`config.mk`:
```
export PLATFORM = sky130hd
export DESIGN_NAME = dpram_frame_reader_flat
export DESIGN_NICKNAME = d
export VERILOG_FILES = /design/src/rtl/dpram_frame_reader_if.sv /design/src/rtl/dpram_frame_reader.sv /design/src/flat_wrapper.sv
export SDC_FILE = /design/constraint.sdc
export NUM_CORES = 1
export LEC_CHECK = 0
export BUFFER_PORTS_ARGS = -buffer_cell sky130_fd_sc_hd__buf_2
export CAP_MARGIN = 20
export CORE_ASPECT_RATIO = 1.5
export CORE_MARGIN = 2
export CORE_UTILIZATION = 56
export DETAILED_ROUTE_END_ITERATION = 10
export PLACE_DENSITY = 0.89
export SLEW_MARGIN = 20
export SYNTH_ARGS = -nofsm -noshare
export SYNTH_HDL_FRONTEND = slang
export SYNTH_SLANG_ARGS = --single-unit
```
`constraint.sdc`:
```
create_clock -name clk_i -period 2.4 [get_ports clk_i]
set_input_delay 0.36 -clock clk_i [delete_from_list [all_inputs] [get_ports clk_i]]
set_output_delay 0.36 -clock clk_i [all_outputs]
set_load 0.02 [all_outputs]
```
`src/rtl/dpram_frame_reader_if.sv`:
```
// Request, RAM read-port and output-stream signals of the frame reader.
// The master modport is the reader engine; the slave modport is its environment.
interface dpram_frame_reader_if #(
    parameter int ADDR_W = 12,
    parameter int DATA_W = 8
);
    logic              req_vld;
    logic              req_rdy;
    logic [ADDR_W-1:0] req_addr;
    logic [ADDR_W-1:0] req_len;
    logic              abort;
    logic [ADDR_W-1:0] ram_addr;
    logic              ram_rd_en;
    logic [DATA_W-1:0] ram_dout;
    logic [DATA_W-1:0] m_dat;
    logic              m_vld;
    logic              m_rdy;
    logic              m_last;
    logic              busy;
    logic              done;

    modport master (
        input  req_vld, req_addr, req_len, abort, ram_dout, m_rdy,
        output req_rdy, ram_addr, ram_rd_en, m_dat, m_vld, m_last, busy, done
    );

    modport slave (
        output req_vld, req_addr, req_len, abort, ram_dout, m_rdy,
        input  req_rdy, ram_addr, ram_rd_en, m_dat, m_vld, m_last, busy, done
    );
endinterface

```
`src/rtl/dpram_frame_reader.sv`:
```
// Read engine for the dual-port frame RAM: streams a requested byte range out on valid/ready.
// Latency: first byte valid 3 cycles after request accept, then 1 byte/cycle sustained.
// Backpressure: reads issue only while buffered plus in-flight bytes fit the output buffer.
module dpram_frame_reader #(
    parameter int ADDR_W = 12,
    parameter int DATA_W = 8,
    parameter int FIFO_D = 4
) (
    input  logic                 clk_i,
    input  logic                 rst_n_i,
    dpram_frame_reader_if.master bus
);
    localparam int PTR_W = $clog2(FIFO_D);

    typedef enum logic [1:0] {S_IDLE, S_RUN, S_DRAIN} state_e;

    state_e            state_q, state_d;
    logic [ADDR_W-1:0] addr_q, addr_d;
    logic [ADDR_W-1:0] rem_q, rem_d;
    logic              done_q, done_d;
    logic              rd_vld_q, rd_last_q;
    logic [PTR_W-1:0]  wr_ptr_q, rd_ptr_q;
    logic [PTR_W:0]    cnt_q;
    logic [DATA_W:0]   mem_q [FIFO_D];

    logic              rd_en;
    logic              fifo_vld;
    logic              push;
    logic              pop;
    logic              head_last;
    logic [PTR_W+1:0]  used;
    logic [DATA_W:0]   head;

    assign head      = mem_q[rd_ptr_q];
    assign fifo_vld  = (cnt_q != '0);
    assign head_last = head[DATA_W];
    assign pop       = fifo_vld & bus.m_rdy;
    assign push      = rd_vld_q & ~bus.abort;
    // Credit: every issued read already owns a buffer slot, so the buffer can never overflow.
    assign used      = (PTR_W+2)'(cnt_q) + (PTR_W+2)'(rd_vld_q);

    always_comb begin
        state_d = state_q;
        addr_d  = addr_q;
        rem_d   = rem_q;
        done_d  = 1'b0;
        rd_en   = 1'b0;
        if (bus.abort) begin
            state_d = S_IDLE;
        end else begin
            case (state_q)
                S_IDLE: begin
                    if (bus.req_vld) begin
                        state_d = S_RUN;
                        addr_d  = bus.req_addr;
                        rem_d   = bus.req_len;
                    end
                end
                S_RUN: begin
                    if (used < (PTR_W+2)'(FIFO_D)) begin
                        rd_en  = 1'b1;
                        addr_d = addr_q + ADDR_W'(1);
                        if (rem_q == '0) begin
                            state_d = S_DRAIN;
                        end else begin
                            rem_d = rem_q - ADDR_W'(1);
                        end
                    end
                end
                S_DRAIN: begin
                    if (pop && head_last) begin
                        state_d = S_IDLE;
                        done_d  = 1'b1;
                    end
                end
                default: state_d = S_IDLE;
            endcase
        end
    end

    always_ff @(posedge clk_i or negedge rst_n_i) begin
        if (!rst_n_i) begin
            state_q   <= S_IDLE;
            addr_q    <= '0;
            rem_q     <= '0;
            done_q    <= 1'b0;
            rd_vld_q  <= 1'b0;
            rd_last_q <= 1'b0;
        end else begin
            state_q   <= state_d;
            addr_q    <= addr_d;
            rem_q     <= rem_d;
            done_q    <= done_d;
            rd_vld_q  <= rd_en;
            rd_last_q <= rd_en & (rem_q == '0);
        end
    end

    always_ff @(posedge clk_i or negedge rst_n_i) begin
        if (!rst_n_i) begin
            wr_ptr_q <= '0;
            rd_ptr_q <= '0;
            cnt_q    <= '0;
        end else if (bus.abort) begin
            wr_ptr_q <= '0;
            rd_ptr_q <= '0;
            cnt_q    <= '0;
        end else begin
            if (push) wr_ptr_q <= wr_ptr_q + PTR_W'(1);
            if (pop)  rd_ptr_q <= rd_ptr_q + PTR_W'(1);
            if (push && !pop) begin
                cnt_q <= cnt_q + (PTR_W+1)'(1);
            end else if (pop && !push) begin
                cnt_q <= cnt_q - (PTR_W+1)'(1);
            end
        end
    end

    always_ff @(posedge clk_i) begin
        if (push) mem_q[wr_ptr_q] <= {rd_last_q, bus.ram_dout};
    end

    assign bus.req_rdy   = (state_q == S_IDLE) & ~bus.abort;
    assign bus.ram_addr  = addr_q;
    assign bus.ram_rd_en = rd_en;
    assign bus.m_vld     = fifo_vld;
    assign bus.m_dat     = fifo_vld ? head[DATA_W-1:0] : '0;
    assign bus.m_last    = fifo_vld & head_last;
    assign bus.busy      = (state_q != S_IDLE);
    assign bus.done      = done_q;
endmodule

```
`src/flat_wrapper.sv`:
```
// flat-port wrapper written by rule: the top's interface ports become plain ports
module dpram_frame_reader_flat 
#(
    parameter int ADDR_W = 12,
    parameter int DATA_W = 8,
    parameter int FIFO_D = 4
)
  (clk_i, rst_n_i, bus_req_vld, bus_req_addr, bus_req_len, bus_abort, bus_ram_dout, bus_m_rdy, bus_req_rdy, bus_ram_addr, bus_ram_rd_en, bus_m_dat, bus_m_vld, bus_m_last, bus_busy, bus_done);
  dpram_frame_reader_if #(.ADDR_W(ADDR_W), .DATA_W(DATA_W)) bus_i ();
  input  logic clk_i;
  input  logic rst_n_i;
  input wire logic [$bits(bus_i.req_vld)-1:0] bus_req_vld;
  input wire logic [$bits(bus_i.req_addr)-1:0] bus_req_addr;
  input wire logic [$bits(bus_i.req_len)-1:0] bus_req_len;
  input wire logic [$bits(bus_i.abort)-1:0] bus_abort;
  input wire logic [$bits(bus_i.ram_dout)-1:0] bus_ram_dout;
  input wire logic [$bits(bus_i.m_rdy)-1:0] bus_m_rdy;
  output wire logic [$bits(bus_i.req_rdy)-1:0] bus_req_rdy;
  output wire logic [$bits(bus_i.ram_addr)-1:0] bus_ram_addr;
  output wire logic [$bits(bus_i.ram_rd_en)-1:0] bus_ram_rd_en;
  output wire logic [$bits(bus_i.m_dat)-1:0] bus_m_dat;
  output wire logic [$bits(bus_i.m_vld)-1:0] bus_m_vld;
  output wire logic [$bits(bus_i.m_last)-1:0] bus_m_last;
  output wire logic [$bits(bus_i.busy)-1:0] bus_busy;
  output wire logic [$bits(bus_i.done)-1:0] bus_done;
  assign bus_i.req_vld = bus_req_vld;
  assign bus_i.req_addr = bus_req_addr;
  assign bus_i.req_len = bus_req_len;
  assign bus_i.abort = bus_abort;
  assign bus_i.ram_dout = bus_ram_dout;
  assign bus_i.m_rdy = bus_m_rdy;
  assign bus_req_rdy = bus_i.req_rdy;
  assign bus_ram_addr = bus_i.ram_addr;
  assign bus_ram_rd_en = bus_i.ram_rd_en;
  assign bus_m_dat = bus_i.m_dat;
  assign bus_m_vld = bus_i.m_vld;
  assign bus_m_last = bus_i.m_last;
  assign bus_busy = bus_i.busy;
  assign bus_done = bus_i.done;
  dpram_frame_reader #(.ADDR_W(ADDR_W), .DATA_W(DATA_W), .FIFO_D(FIFO_D)) u_core (.clk_i(clk_i), .rst_n_i(rst_n_i), .bus(bus_i));
endmodule
```
==> out/summary.txt <==
clock-pin slew on the worst setup and hold paths = 0.07 ns
WP buf/inv = 1
status = complete, no violations
post-synthesis mux area share = 6.54%
PostCTS Resize Cnt = 0
Avg Vias per Cell = 6.17
Synth Instances = 316
pre-CTS setup slack = 0.438 ns
Simple-Gate Fraction of Synth Area = 17.1%
Yosys Warn Count = 0
Crit. End Element = output pin
Yosys reg bits = 72
total power = 4.13 mW
DRT Wirelength = 7.91 mm
kind of critical path = flop to output pin
area occupied by multi-input gates = 0.00159 sq mm
CP max stage cell = or3_1
DR WL/cell = 17.2 um
P_int = 2.59 mW
max_slew headroom = 44.8%
crit-path max FO = 12
Starting Density = 57.6%
residual DRC count = 0
Setup Fix Bufs, Post-CTS = 0
area of the die = 0.00731 sq mm
GR peak layer = met2
non-filler cells, final = 461
Pre-Repair DR Iteration Count = 5
worst path cell trace = or3_1 -> and2_1 -> buf_2
clock power share = 23.0%
cts bufs inserted = 9
# port buffers = 62
fin crit period = 2.07 ns
DRT antenna net count = 0
GR Util met1 = 27.3%
MaxCap Viol Count = 0
main flop type after synthesis = edfxtp_1
leakage dissipation = 1.68 nW
initial antenna violation count = 0
total number of vias = 2844
htree depth = 3
share of cells above drive strength 1 = 29.4%
global-route met3 utilization = 4.38%
die width = 70.5 um
NetSw = 1.53 mW
met2 GRT Util = 39.0%
Switching Fraction = 37.2%
final hold vios = 0
Area growth syn-to-layout = 15.2%
Net Count, Synth = 361
Synth Area in Compound Gates = 15.2%
Final nets = 425
DP Cell Count = 445
Syn Area/Cell = 11.7 sq um
Worst IR Drop VDD = 0.000592 V
Post-synth EDFFs = 36
xor/xnor cell area share of the yosys netlist = 1.18%
Top Ports = 63
CTS Sinks = 72
Worst path max stage delay = 0.56 ns
Worst Tran Pin Value = 0.827 ns
largest family of logic cells by synthesized area = simple AND/OR/NAND/NOR gates
Register Area = 0.00198 sq mm
Synth Cell Area = 0.00371 sq mm
post-synthesis sequential area ratio = 53.4%
fraction of registers with async set or reset after synthesis = 50.0%
die height = 104 um
Root Buffer = clkbuf_8
Crit path max-delay family = simple AND/OR/NAND/NOR gates
hpwl dp = 5.71 mm
Placer Congestion = 0.929
Arr. time, crit path = 1.71 ns
CP startpoint kind = flop
Total Routing Usage GR = 22.6%
Setup Skew = 0.00982 ns
clock network latency to the later pin of the worst-skew pair = 0.35 ns
setup ws final = 0.326 ns
first-pass GRT wire length = 12.9 mm
clk buf depth = 2
Comb power frac = 34.7%
final setup vio count = 0
Core Rows = 36
Yosys cell types = 60
total negative setup slack = 0 ns
pwr dens = 965 mW/mm^2
vias in the first global route = 2741
RSZ-0062 raised after global routing = no
Tcrit/Tclk final = 86.4%
sequential share of power = 42.2%
total gr overflow = 0
antenna cells = 0
fmax = 0.482 GHz
fin. max-slew vios = 0
initial DRC count = 260
HP Class = primary input to async pin
CTS tree = built
Fillers = 483
largest net degree at the start of global routing = 40
hold buffer count at cts = 0
core region area = 0.00644 sq mm
adder-cell area share of the yosys netlist = 2.90%
Req. time, crit path = 2.04 ns
==> final cells by class <==
type,count,share of cell area [%]
flip-flops and latches,72,46.3
multi-input cells,218,37.3
repair buffers,71,8.84
clock buffers,11,3.31
well taps,76,2.22
clock inverters,5,1.32
inverters,8,0.702
==> cells by family after synthesis <==
kind of cell    after synthesis
flops                        72
xor+xnor                      5
mux                          13
compound gates               81
simple gates                111
fa+ha+maj                     8
buf+inv                      26
==> power groups by stage <==
stage / registers, mW / clock network, mW / logic, mW
6_report: 1.74 / 0.951 / 1.43
5_1_grt: 1.77 / 1.03 / 1.57
4_1_cts: 1.73 / 0.964 / 1.45
3_5_place_dp: 1.76 / 0 / 1.44
3_3_place_gp: 1.74 / 0 / 1.39
2_1_floorplan: 1.77 / 0 / 0.979
==> registers in the layout (all words and copies together), names as in the netlist <==
| name | cells |
|---|---|
| u_core.cnt_q | 3 |
| u_core.wr_ptr_q | 2 |
| u_core.state_q | 2 |
| u_core.rem_q | 12 |
| u_core.mem_q | 36 |
| u_core.rd_vld_q | 1 |
| u_core.bus.ram_addr | 12 |
| u_core.rd_last_q | 1 |
| u_core.bus.done | 1 |
| u_core.rd_ptr_q | 2 |
==> Yosys cell counts, types with 7 or more instances <==
library cell	number	area share, %
buf_2	8	1.1
a21oi_1	21	2.8
edfxtp_1	36	29
and2_1	16	2.7
ha_1	7	2.4
o21ai_0	17	2.3
nand3_1	9	1.2
nand4_1	7	1.2
nor3_1	7	0.94
dfrtp_1	36	24
inv_1	8	0.81
a31oi_1	8	1.3
nand2_1	19	1.9
nor2_1	19	1.9
mux4_2	9	5.5
==> layout by cell type (no fill, tap or decap), drive strengths merged, types with 3 or more instances in the layout <==
cell / n
nor2b: 3
edfxtp: 36
mux4: 9
nor3: 10
a2bb2oi: 3
nand3: 9
a211oi: 3
xnor2: 3
clkbuf: 11
a31oi: 8
or4: 3
a21oi: 24
clkinv: 3
o21ai: 19
inv: 8
nor4: 4
or3: 4
nand4: 7
ha: 7
nand2: 19
nand2b: 7
nor2: 19
and2: 16
o22ai: 6
mux2i: 4
dfrtp: 36
buf: 71
o2bb2ai: 3
==> worst reg2reg max path: cells and delay by family (launching register included) <==
family	cells	cell delay [ns]
AOI/OAI and AO/OA	2	0.65
buffers and inverters	1	0.33
DFF	1	0.50
and+or+nand+nor	2	0.43
==> metal layers <==
metal	wire length, um	share of wire (%)
met2	4200	53
met4	167	2.1
met5	0	0
met1	2980	38
met3	566	7.2
==> final timing paths <==
| check | startpoint | endpoint | slack [ns] | cells past startpoint |
|---|---|---|---|---|
| max reg2reg | u_core.state_q[0]$_DFFE_PN0P_ | u_core.bus.ram_addr[11]$_DFFE_PN0P_ | 0.41 | 5 |
| max in group asynchronous | rst_n_i | u_core.state_q[0]$_DFFE_PN0P_ | 1.77 | 1 |
| min in group clk_i | bus_ram_dout[7] | u_core.mem_q[0][7]$_DFFE_PP_ | 0.22 | 1 |
| min | rst_n_i | u_core.rem_q[7]$_DFFE_PN0P_ | 0.09 | 1 |
| min reg2reg | u_core.rd_last_q$_DFF_PN0_ | u_core.mem_q[3][8]$_DFFE_PP_ | 0.52 | 0 |
| max | u_core.cnt_q[1]$_DFFE_PN0P_ | bus_m_dat[1] | 0.33 | 3 |
==> stage by stage <==
stage	hold slack (ns)	area [sq um]	util [%]
3_3_place_gp	0.460	4080	63.3
4_1_cts	0.112	4280	66.4
2_1_floorplan	0.0644	3710	-
6_report	0.0885	4280	66.4
3_5_place_dp	0.494	4080	63.3
5_1_grt	0.165	4280	66.4
Power figures use the tool's default switching activity.
